<file path="config.mk">
export PLATFORM = sky130hd
export DESIGN_NAME = fence_sequencer_flat
export DESIGN_NICKNAME = d
export VERILOG_FILES = /design/src/rtl/fence_if.sv /design/src/rtl/fence_sequencer.sv /design/src/flat_wrapper.sv
export SDC_FILE = /design/constraint.sdc
export NUM_CORES = 1
export LEC_CHECK = 0
export CAP_MARGIN = 20
export CORE_ASPECT_RATIO = 2
export CORE_UTILIZATION = 48
export CTS_BUF_LIST = sky130_fd_sc_hd__clkbuf_4 sky130_fd_sc_hd__clkbuf_8
export DETAILED_ROUTE_END_ITERATION = 8
export PLACE_DENSITY = 0.83
export SKIP_CTS_REPAIR_TIMING = 1
export SLEW_MARGIN = 20
export SYNTH_ARGS = -nofsm -noshare
export SYNTH_HDL_FRONTEND = slang
export SYNTH_SLANG_ARGS = --single-unit
</file>
<file path="constraint.sdc">
create_clock -name clk -period 2.79 [get_ports clk]
set_clock_uncertainty 0.1 [all_clocks]
set_input_delay 0.558 -clock clk [delete_from_list [all_inputs] [get_ports clk]]
set_output_delay 0.558 -clock clk [all_outputs]
set_load 0.02 [all_outputs]
</file>
<file path="src/rtl/fence_if.sv">
// FenceBus bundle: ROB/CSR request side plus the LSU, frontend and MMU flush handshakes.
// The sequencer uses the master modport. The slave modport is the surrounding backend.
interface fence_if #(
  parameter int VADDR_SIZE = 39,
  parameter int ASID_W     = 16
);
  logic                  req_valid;
  logic                  req_ready;
  logic [1:0]            req_type;
  logic [VADDR_SIZE-1:0] req_vaddr;
  logic [ASID_W-1:0]     req_asid;
  logic                  req_rs1_zero;
  logic                  req_rs2_zero;
  logic                  sb_drain;
  logic                  sb_empty;
  logic                  dc_wb_req;
  logic                  dc_wb_end;
  logic                  inst_flush;
  logic                  inst_flush_end;
  logic                  mmu_flush;
  logic                  mmu_flush_all;
  logic [VADDR_SIZE-1:0] vma_vaddr;
  logic [ASID_W-1:0]     vma_asid;
  logic                  mmu_flush_end;
  logic                  done;
  logic                  timeout;

  modport master (
    input  req_valid, req_type, req_vaddr, req_asid, req_rs1_zero, req_rs2_zero,
    input  sb_empty, dc_wb_end, inst_flush_end, mmu_flush_end,
    output req_ready, sb_drain, dc_wb_req, inst_flush, mmu_flush, mmu_flush_all,
    output vma_vaddr, vma_asid, done, timeout
  );

  modport slave (
    output req_valid, req_type, req_vaddr, req_asid, req_rs1_zero, req_rs2_zero,
    output sb_empty, dc_wb_end, inst_flush_end, mmu_flush_end,
    input  req_ready, sb_drain, dc_wb_req, inst_flush, mmu_flush, mmu_flush_all,
    input  vma_vaddr, vma_asid, done, timeout
  );
endinterface

</file>
<file path="src/rtl/fence_sequencer.sv">
// Fence sequencer: drains stores, writes back the dcache, flushes the icache and TLBs for a
// committed FENCE / FENCE.I / SFENCE.VMA, then pulses done so the ROB can retire the fence.
//
//  state    | meaning
//  ---------+--------------------------------------------------
//  S_IDLE   | req_ready high, waiting for a fence at ROB head
//  S_DRAIN  | sb_drain high until the store buffer is empty
//  S_DCWB   | dc_wb_req high until dc_wb_end (FENCE.I only)
//  S_IFLUSH | inst_flush high until inst_flush_end (FENCE.I only)
//  S_MFLUSH | mmu_flush high until mmu_flush_end (SFENCE.VMA only)
//  S_DONE   | done pulse for one cycle, then back to idle
module fence_sequencer #(
  parameter int VADDR_SIZE = 39,
  parameter int ASID_W     = 16,
  parameter int TMO_W      = 16
) (
  input  logic     clk,
  input  logic     rst,
  fence_if.master  bus
);
  typedef enum logic [2:0] {
    S_IDLE, S_DRAIN, S_DCWB, S_IFLUSH, S_MFLUSH, S_DONE
  } state_t;

  localparam logic [TMO_W-1:0] CNT_MAX = '1;

  state_t                state_q;
  logic                  req_ready_q, sb_drain_q, dc_wb_req_q, inst_flush_q, mmu_flush_q;
  logic                  mmu_all_q, done_q, timeout_q, all_q;
  logic [1:0]            type_q;
  logic [VADDR_SIZE-1:0] vaddr_q;
  logic [ASID_W-1:0]     asid_q;
  logic [TMO_W-1:0]      cnt_q, cnt_d;
  logic                  accept, waiting, leave;

  // Watchdog next value: zero on any state change or outside wait states, else saturating +1.
  always_comb begin
    accept  = bus.req_valid & req_ready_q;
    waiting = sb_drain_q | dc_wb_req_q | inst_flush_q | mmu_flush_q;
    leave   = accept | done_q
            | (sb_drain_q   & bus.sb_empty)
            | (dc_wb_req_q  & bus.dc_wb_end)
            | (inst_flush_q & bus.inst_flush_end)
            | (mmu_flush_q  & bus.mmu_flush_end);
    cnt_d = cnt_q;
    if (leave || !waiting) cnt_d = '0;
    else if (cnt_q != CNT_MAX) cnt_d = cnt_q + 1'b1;
  end

  // Watchdog counter and sticky timeout flag.
  always_ff @(posedge clk) begin
    if (!rst) begin
      cnt_q     <= '0;
      timeout_q <= 1'b0;
    end else begin
      cnt_q     <= cnt_d;
      timeout_q <= timeout_q | (cnt_d == CNT_MAX);
    end
  end

  // Sequencing FSM. Every handshake level is a register that is set on entry to its state.
  always_ff @(posedge clk) begin
    if (!rst) begin
      state_q      <= S_IDLE;
      req_ready_q  <= 1'b1;
      sb_drain_q   <= 1'b0;
      dc_wb_req_q  <= 1'b0;
      inst_flush_q <= 1'b0;
      mmu_flush_q  <= 1'b0;
      mmu_all_q    <= 1'b0;
      done_q       <= 1'b0;
      all_q        <= 1'b0;
      type_q       <= 2'd0;
      vaddr_q      <= '0;
      asid_q       <= '0;
    end else begin
      done_q <= 1'b0;
      case (state_q)
        S_IDLE: begin
          if (accept) begin
            type_q      <= bus.req_type;
            vaddr_q     <= bus.req_rs1_zero ? '0 : bus.req_vaddr;
            asid_q      <= bus.req_rs2_zero ? '0 : bus.req_asid;
            all_q       <= bus.req_rs1_zero & bus.req_rs2_zero;
            req_ready_q <= 1'b0;
            sb_drain_q  <= 1'b1;
            state_q     <= S_DRAIN;
          end
        end
        S_DRAIN: begin
          if (bus.sb_empty) begin
            sb_drain_q <= 1'b0;
            case (type_q)
              2'd1: begin
                dc_wb_req_q <= 1'b1;
                state_q     <= S_DCWB;
              end
              2'd2: begin
                mmu_flush_q <= 1'b1;
                mmu_all_q   <= all_q;
                state_q     <= S_MFLUSH;
              end
              default: begin
                done_q  <= 1'b1;
                state_q <= S_DONE;
              end
            endcase
          end
        end
        S_DCWB: begin
          if (bus.dc_wb_end) begin
            dc_wb_req_q  <= 1'b0;
            inst_flush_q <= 1'b1;
            state_q      <= S_IFLUSH;
          end
        end
        S_IFLUSH: begin
          if (bus.inst_flush_end) begin
            inst_flush_q <= 1'b0;
            done_q       <= 1'b1;
            state_q      <= S_DONE;
          end
        end
        S_MFLUSH: begin
          if (bus.mmu_flush_end) begin
            mmu_flush_q <= 1'b0;
            mmu_all_q   <= 1'b0;
            done_q      <= 1'b1;
            state_q     <= S_DONE;
          end
        end
        S_DONE: begin
          req_ready_q <= 1'b1;
          state_q     <= S_IDLE;
        end
        default: begin
          req_ready_q  <= 1'b1;
          sb_drain_q   <= 1'b0;
          dc_wb_req_q  <= 1'b0;
          inst_flush_q <= 1'b0;
          mmu_flush_q  <= 1'b0;
          mmu_all_q    <= 1'b0;
          state_q      <= S_IDLE;
        end
      endcase
    end
  end

  assign bus.req_ready     = req_ready_q;
  assign bus.sb_drain      = sb_drain_q;
  assign bus.dc_wb_req     = dc_wb_req_q;
  assign bus.inst_flush    = inst_flush_q;
  assign bus.mmu_flush     = mmu_flush_q;
  assign bus.mmu_flush_all = mmu_all_q;
  assign bus.vma_vaddr     = vaddr_q;
  assign bus.vma_asid      = asid_q;
  assign bus.done          = done_q;
  assign bus.timeout       = timeout_q;
endmodule

</file>
<file path="src/flat_wrapper.sv">
// flat-port wrapper written by rule: the top's interface ports become plain ports
module fence_sequencer_flat 
#(
  parameter int VADDR_SIZE = 39,
  parameter int ASID_W     = 16,
  parameter int TMO_W      = 16
)
  (clk, rst, bus_req_valid, bus_req_type, bus_req_vaddr, bus_req_asid, bus_req_rs1_zero, bus_req_rs2_zero, bus_sb_empty, bus_dc_wb_end, bus_inst_flush_end, bus_mmu_flush_end, bus_req_ready, bus_sb_drain, bus_dc_wb_req, bus_inst_flush, bus_mmu_flush, bus_mmu_flush_all, bus_vma_vaddr, bus_vma_asid, bus_done, bus_timeout);
  fence_if #(.VADDR_SIZE(VADDR_SIZE), .ASID_W(ASID_W)) bus_i ();
  input  logic clk;
  input  logic rst;
  input wire logic [$bits(bus_i.req_valid)-1:0] bus_req_valid;
  input wire logic [$bits(bus_i.req_type)-1:0] bus_req_type;
  input wire logic [$bits(bus_i.req_vaddr)-1:0] bus_req_vaddr;
  input wire logic [$bits(bus_i.req_asid)-1:0] bus_req_asid;
  input wire logic [$bits(bus_i.req_rs1_zero)-1:0] bus_req_rs1_zero;
  input wire logic [$bits(bus_i.req_rs2_zero)-1:0] bus_req_rs2_zero;
  input wire logic [$bits(bus_i.sb_empty)-1:0] bus_sb_empty;
  input wire logic [$bits(bus_i.dc_wb_end)-1:0] bus_dc_wb_end;
  input wire logic [$bits(bus_i.inst_flush_end)-1:0] bus_inst_flush_end;
  input wire logic [$bits(bus_i.mmu_flush_end)-1:0] bus_mmu_flush_end;
  output wire logic [$bits(bus_i.req_ready)-1:0] bus_req_ready;
  output wire logic [$bits(bus_i.sb_drain)-1:0] bus_sb_drain;
  output wire logic [$bits(bus_i.dc_wb_req)-1:0] bus_dc_wb_req;
  output wire logic [$bits(bus_i.inst_flush)-1:0] bus_inst_flush;
  output wire logic [$bits(bus_i.mmu_flush)-1:0] bus_mmu_flush;
  output wire logic [$bits(bus_i.mmu_flush_all)-1:0] bus_mmu_flush_all;
  output wire logic [$bits(bus_i.vma_vaddr)-1:0] bus_vma_vaddr;
  output wire logic [$bits(bus_i.vma_asid)-1:0] bus_vma_asid;
  output wire logic [$bits(bus_i.done)-1:0] bus_done;
  output wire logic [$bits(bus_i.timeout)-1:0] bus_timeout;
  assign bus_i.req_valid = bus_req_valid;
  assign bus_i.req_type = bus_req_type;
  assign bus_i.req_vaddr = bus_req_vaddr;
  assign bus_i.req_asid = bus_req_asid;
  assign bus_i.req_rs1_zero = bus_req_rs1_zero;
  assign bus_i.req_rs2_zero = bus_req_rs2_zero;
  assign bus_i.sb_empty = bus_sb_empty;
  assign bus_i.dc_wb_end = bus_dc_wb_end;
  assign bus_i.inst_flush_end = bus_inst_flush_end;
  assign bus_i.mmu_flush_end = bus_mmu_flush_end;
  assign bus_req_ready = bus_i.req_ready;
  assign bus_sb_drain = bus_i.sb_drain;
  assign bus_dc_wb_req = bus_i.dc_wb_req;
  assign bus_inst_flush = bus_i.inst_flush;
  assign bus_mmu_flush = bus_i.mmu_flush;
  assign bus_mmu_flush_all = bus_i.mmu_flush_all;
  assign bus_vma_vaddr = bus_i.vma_vaddr;
  assign bus_vma_asid = bus_i.vma_asid;
  assign bus_done = bus_i.done;
  assign bus_timeout = bus_i.timeout;
  fence_sequencer #(.VADDR_SIZE(VADDR_SIZE), .ASID_W(ASID_W), .TMO_W(TMO_W)) u_core (.clk(clk), .rst(rst), .bus(bus_i));
endmodule
</file>
==> results.json, run 1 <==
{
  "syn_to_final_growth_pct": 36.5,
  "antennaDiodeCount": 0,
  "antenna_found_initial": 0,
  "post-route-util_pct": 68.5,
  "power_frac_clock_pct": 25.0,
  "fin_crit_sh_pct": 82.2,
  "p_leak_nw": 1.86,
  "ys_seq_elements": 85,
  "cts.sinks": 85,
  "boundaryPins": 129,
  "crit_required_ns": 2.96,
  "detail-route-antenna-nets": 0,
  "hp-class": "reg -> reg",
  "start_util_pct": 50.2,
  "rsz0062_at_grt": "false",
  "min_from": "u_core.bus.vma_vaddr[33]",
  "min_path_cells": 2,
  "cts_made_buffers": 9,
  "drc_errors": 0,
  "worst_setup_path_start_kind": "register",
  "fin_nets": 634,
  "ys.flop_type": "dfxtp_1",
  "crit_arrival_ns": 2.47,
  "setup_viol": 0,
  "clk_path_buf_depth": 2,
  "synth_nets": 525,
  "final.setup.worst_slack_ns": 0.497,
  "io_buffers": 128,
  "combPwrFrac_pct": 29.4,
  "place_inst": 650,
  "async_reset_ff_share_pct": 0,
  "end_kind": "register",
  "slew_violations": 0,
  "pre_cts_slack_ns": 0.393,
  "wl_per_cell_um": 16.5,
  "synth.distinct_cells": 59,
  "power.share.sequential_pct": 45.5,
  "status": "finished clean",
  "core_um2": 8000,
  "grt_use_total_pct": 26.2,
  "r2r-start": "u_core.cnt_q[0]",
  "htree_levels": 3,
  "critPathMaxStageDelay_ns": 0.57,
  "grt-ovfl-total": 0,
  "synth_area_um2": 4020,
  "die-area_um2": 8760,
  "tritoncts": "yes",
  "holdPathEnd": "u_core.bus.vma_vaddr[33]",
  "grt_pass1_wl_um": 17800,
  "hold_viol": 0,
  "final_cells": 664,
  "rrSetupSlack_ns": 0.50,
  "clockRootBuffer": "clkbuf_8",
  "cp_common_cell": "a211oi_2",
  "rr_worst_depth": 6,
  "clkLatencyLatePin_ns": 0.35,
  "wirelength_um": 11000,
  "slew_headroom_pct": 58.0,
  "path_class": "reg -> reg",
  "syn_inst": 456,
  "drive_gt1_share_pct": 6.16,
  "regToRegEndpoint": "u_core.bus.timeout",
  "n_fill_cell": 665,
  "swShare_pct": 32.1,
  "intPower_mw": 2.10,
  "dr_total_vias": 3764,
  "die_w_um": 66.7,
  "post_drt_via_cell_ratio": 5.67,
  "ir_drop_mv": 0.412,
  "period_needed_ns": 2.29,
  "syn_area_per_cell_um2": 8.81,
  "die_y_um": 131,
  "first_global_vias": 3766,
  "seq_area_frac_synth_pct": 42.4,
  "firstDrtPassIters": 7,
  "clk_transition_reported_paths_ns": 0.08,
  "synth-edff-count": 0,
  "place.gp.congestion": 1.02,
  "crit_chain": "ha_1, nand3_4, or4_4, a211oi_2, nand4_1, a211oi_2",
  "rows": 46,
  "worst_pin_slew_ns": 0.629,
  "crit_fanout": 9,
  "drtIter0Drc": 315,
  "switching_power_mw": 0.990,
  "yosys_warnings": 0,
  "setup_tns_ns": 0,
  "finalPower_mw": 3.09,
  "p_per_area_nw_per_um2": 563,
  "cap_viol_max_count": 0,
  "dp_hpwl_um": 7710,
  "max_freq_mhz": 436,
  "grt_max_degree": 70,
  "critPathSlowestCell": "or4_4"
}
-- critical path: cells and delay by family, from the launching register on --
kind                     cells  cell delay [ns]
flip-flops                   1             0.44
AO/OA/AOI/OAI                2             0.48
AND/OR/NAND/NOR              3             0.83
adder cells (fa/ha/maj)      1             0.38
-- cells in the final DEF (no fill, tap or decap), types with 2 or more instances in the layout --
cell               n
buf_12             2
mux2i_1            2
xnor2_1            2
and2_1             3
and4_1             4
a21boi_1           3
or3_1              2
nand4_1            6
nand3_1           12
inv_1              9
ha_1               3
nand3b_1          56
a211oi_2           2
buf_4              5
nor4_1             3
o21ai_0            7
dfxtp_1           85
nand4_2            2
a31oi_1            7
nand2_1           72
and3_2             2
clkdlybuf4s50_1  127
a41oi_1            2
a21boi_0          58
a32oi_1            2
a211oi_1           3
a21oi_1           10
a22oi_1            3
nor2b_1            8
xor2_1             6
clkinv_2           2
clkbuf_8          11
nor2_1            19
-- layer usage --
layer / vias up / global-route usage, % / routed length (µm)
met5: - / 0 / 0
met4: 0 / 15.1 / 544
met3: 41 / 7.99 / 689
met2: 148 / 44.1 / 5660
met1: 1748 / 27.5 / 4090
li1: 1827 / - / -
-- cell usage after synthesis, drive strengths merged (3+ instances only) --
master,number,area [µm²]
inv,9,33.8
nand3,13,77.6
and4,5,45.0
nor2b,8,50.1
a22oi,3,22.5
nand3b,56,420
nand2,73,277
and2,3,18.8
dfxtp,85,1700
nor2,19,71.3
a21boi,61,458
a31oi,7,43.8
and3,3,21.3
a21oi,10,50.1
a211oi,5,47.5
clkbuf,24,91.3
nand4,8,62.6
nor4,4,31.3
xor2,6,52.6
ha,3,37.5
buf,13,95.1
o21ai,7,35.0
-- registers in the layout (all words and copies together) (netlist names) --
signal,count
u_core.bus.inst_flush,1
u_core.type_q,2
u_core.bus.mmu_flush,1
u_core.all_q,1
u_core.bus.done,1
u_core.bus.vma_asid,16
u_core.bus.req_ready,1
u_core.bus.sb_drain,1
u_core.cnt_q,16
u_core.bus.timeout,1
u_core.bus.mmu_flush_all,1
u_core.bus.vma_vaddr,39
u_core.state_q,3
u_core.bus.dc_wb_req,1
-- power groups by stage --
stage | combinational, mW | sequential, mW | clock (mW)
after floorplan | 0.422 | 1.50 | 0
after global placement | 0.895 | 1.43 | 0
after detailed placement | 0.911 | 1.43 | 0
after CTS | 0.915 | 1.40 | 0.798
after global routing | 0.981 | 1.42 | 0.844
final | 0.908 | 1.40 | 0.773
-- cell type report --
class / instances / area (µm²) / area share (%)
clock buffers: 12 / 159 / 2.90
clock inverters: 2 / 10.0 / 0.183
inverters: 9 / 33.8 / 0.616
multi-input cells: 325 / 2100 / 38.4
flip-flops and latches: 85 / 1700 / 31.1
well taps: 96 / 120 / 2.19
repair buffers: 135 / 1350 / 24.7
-- worst max path at each step --
stage	start	endpoint	slack, ns
finish	u_core.cnt_q[0]	u_core.bus.timeout	0.50
detailed placement	bus_req_valid	u_core.bus.timeout	0.39
floorplan	u_core.cnt_q[0]	u_core.bus.timeout	0.76
global placement	bus_req_valid	u_core.bus.timeout	0.41
CTS	u_core.cnt_q[0]	u_core.bus.timeout	0.50
global route	u_core.cnt_q[0]	u_core.cnt_q[11]	0.31
-- stage by stage --
stage | instance area (µm²) | hold WS [ns]
2_1_floorplan | 4020 | 0.341
3_5_place_dp | 5310 | 0.354
6_report | 5480 | 0.364
4_1_cts | 5480 | 0.368
5_1_grt | 5480 | 0.386
3_3_place_gp | 5310 | 0.338
-- cells by family after synthesis --
family          count (synthesis)  share of synthesized area, %
simple gates                  202                          28.9
flops                          85                          42.4
compound gates                110                          20.0
buf+inv                        46                          5.48
fa+ha+maj                       3                         0.935
xor+xnor                        8                          1.75
mux                             2                         0.499
Note: power is estimated with default switching activity, not from simulation.
==> run 2, diff against run 1 <==
--- a/config.mk
+++ b/config.mk
@@ -7,10 +7,10 @@
 export LEC_CHECK = 0
 export CAP_MARGIN = 20
 export CORE_ASPECT_RATIO = 2
-export CORE_UTILIZATION = 48
+export CORE_UTILIZATION = 43
 export CTS_BUF_LIST = sky130_fd_sc_hd__clkbuf_4 sky130_fd_sc_hd__clkbuf_8
 export DETAILED_ROUTE_END_ITERATION = 8
-export PLACE_DENSITY = 0.83
+export PLACE_DENSITY = 0.78
 export SKIP_CTS_REPAIR_TIMING = 1
 export SLEW_MARGIN = 20
 export SYNTH_ARGS = -nofsm -noshare
==> constraint.sdc (replaced) <==
create_clock -name clk -period 2.1 [get_ports clk]
set_clock_uncertainty 0.1 [all_clocks]
set_input_delay 0.42 -clock clk [delete_from_list [all_inputs] [get_ports clk]]
set_output_delay 0.42 -clock clk [all_outputs]
set_load 0.02 [all_outputs]
==> results.json, run 2 (synthesized netlist as in run 1, its figures left out) <==
{
  "grt_busiest_layer": "met2",
  "final.setup.worst_slack_ns": 0.0606,
  "hold_viol": 0,
  "slew_violations": 0,
  "period_needed_ns": 2.04,
  "p_leak_nw": 1.97,
  "grt_pass1_wl_um": 18400,
  "grtUsageMet2_pct": 41.1,
  "core_um2": 9010,
  "antenna_found_initial": 1,
  "end_kind": "register",
  "htree_levels": 3,
  "crit_arrival_ns": 2.22,
  "pre_cts_slack_ns": -0.0789,
  "cts.sinks": 85,
  "wl_per_cell_um": 16.2,
  "grt_max_degree": 60,
  "stdcell_area_um2": 5720,
  "io_buffers": 128,
  "setup_viol": 0,
  "rsz0062_at_grt": "false",
  "dp_hpwl_um": 8130,
  "finalPower_mw": 4.33,
  "ir_drop_mv": 0.536,
  "drive_gt1_share_pct": 10.3,
  "critPathMaxStageDelay_ns": 0.56,
  "clockRootBuffer": "clkbuf_8",
  "die-area_um2": 9750,
  "worst_pin_slew_ns": 0.616,
  "antennaDiodeCount": 0,
  "clk_transition_reported_paths_ns": 0.09,
  "placed_cell_area_um2": 5480,
  "met1_usage_pct": 24.0,
  "rows": 49,
  "detail-route-antenna-nets": 0,
  "syn_to_final_growth_pct": 42.5,
  "start_util_pct": 44.6,
  "grtUsageMet3_pct": 7.27,
  "drtIter0Drc": 166,
  "fin_nets": 656,
  "cp.buffers_inverters": 0,
  "firstDrtPassIters": 4,
  "grt_use_total_pct": 23.5,
  "clkLatencyLatePin_ns": 0.36,
  "status": "finished clean",
  "cts_made_buffers": 9,
  "hp-class": "reg -> reg",
  "post_drt_via_cell_ratio": 5.59,
  "crit_required_ns": 2.28,
  "grt-ovfl-total": 0,
  "critPathSlowestCell": "or4_4",
  "dr_total_vias": 3879,
  "worst_setup_path_start_kind": "register",
  "path_class": "reg -> reg",
  "drc_errors": 0,
  "most-common-layout-cells": "clkdlybuf4s50_1 (127), dfxtp_1 (85), nand2_1 (72)",
  "cap_viol_max_count": 0,
  "first_global_vias": 3919,
  "mostFrequentLayoutCell": "clkdlybuf4s50_1",
  "crit_chain": "ha_4, nand3_4, or4_4, a211oi_4, nand4_1, a211oi_2",
  "place.gp.congestion": 0.888,
  "wirelength_um": 11300,
  "critical-path-top-delay-family": "simple AND/OR/NAND/NOR gates",
  "crit_fanout": 2,
  "clk_path_buf_depth": 2,
  "boundaryPins": 129,
  "n_fill_cell": 757,
  "p_per_area_nw_per_um2": 757,
  "slew_headroom_pct": 58.5,
  "die_y_um": 139,
  "die_w_um": 70.3,
  "largest_reg_flops": 39,
  "tritoncts": "yes",
  "fin_crit_sh_pct": 97.1,
  "max_freq_mhz": 490
}
run 2: layer usage:
metal  share of wire [%]  routed length (µm)
met1                  37                4120
met2                  52                5850
met3                 6.8                 763
met4                 4.5                 507
met5                0.12                  13
run 2: layout make-up:
| type | instances | area (µm²) | share of cell area [%] |
|---|---|---|---|
| multi-input cells | 325 | 2130 | 37.2 |
| flip-flops and latches | 85 | 1700 | 29.7 |
| repair buffers | 157 | 1520 | 26.5 |
| clock buffers | 12 | 159 | 2.78 |
| well taps | 102 | 128 | 2.23 |
| clock inverters | 4 | 53.8 | 0.940 |
| inverters | 9 | 33.8 | 0.590 |
run 2: power breakdown:
| group | switching (mW) | internal [mW] |
|---|---|---|
| registers | 0.121 | 1.74 |
| clock network | 0.587 | 0.632 |
| logic | 0.666 | 0.583 |
| total | 1.37 | 2.96 |
run 2: stage by stage:
stage	hold WS (ns)	cells	util, %	setup TNS, ns
final	0.361	694	63.5	0
after global routing	0.384	694	63.5	0
after CTS	0.364	694	63.2	-0.0105
after detailed placement	0.351	678	60.8	-0.476
after global placement	0.337	678	60.8	-0.0330
after floorplan	0.341	456	-	0
run 2: worst register-to-register path, cell delays in order, from the launching register on:
cell and delay, ns:
dfxtp_1 0.39, ha_4 0.17, nand3_4 0.08, or4_4 0.57
a211oi_4 0.28, nand4_1 0.16, a211oi_2 0.22
run 2: final timing paths:
kind / from / to / slack [ns] / cells after the start
max: u_core.cnt_q[0] / u_core.bus.timeout / 0.06 / 6
min: u_core.bus.vma_vaddr[34] / u_core.bus.vma_vaddr[34] / 0.36 / 2
max reg2reg: u_core.cnt_q[0] / u_core.bus.timeout / 0.06 / 6
min reg2reg: u_core.bus.vma_vaddr[34] / u_core.bus.vma_vaddr[34] / 0.36 / 2
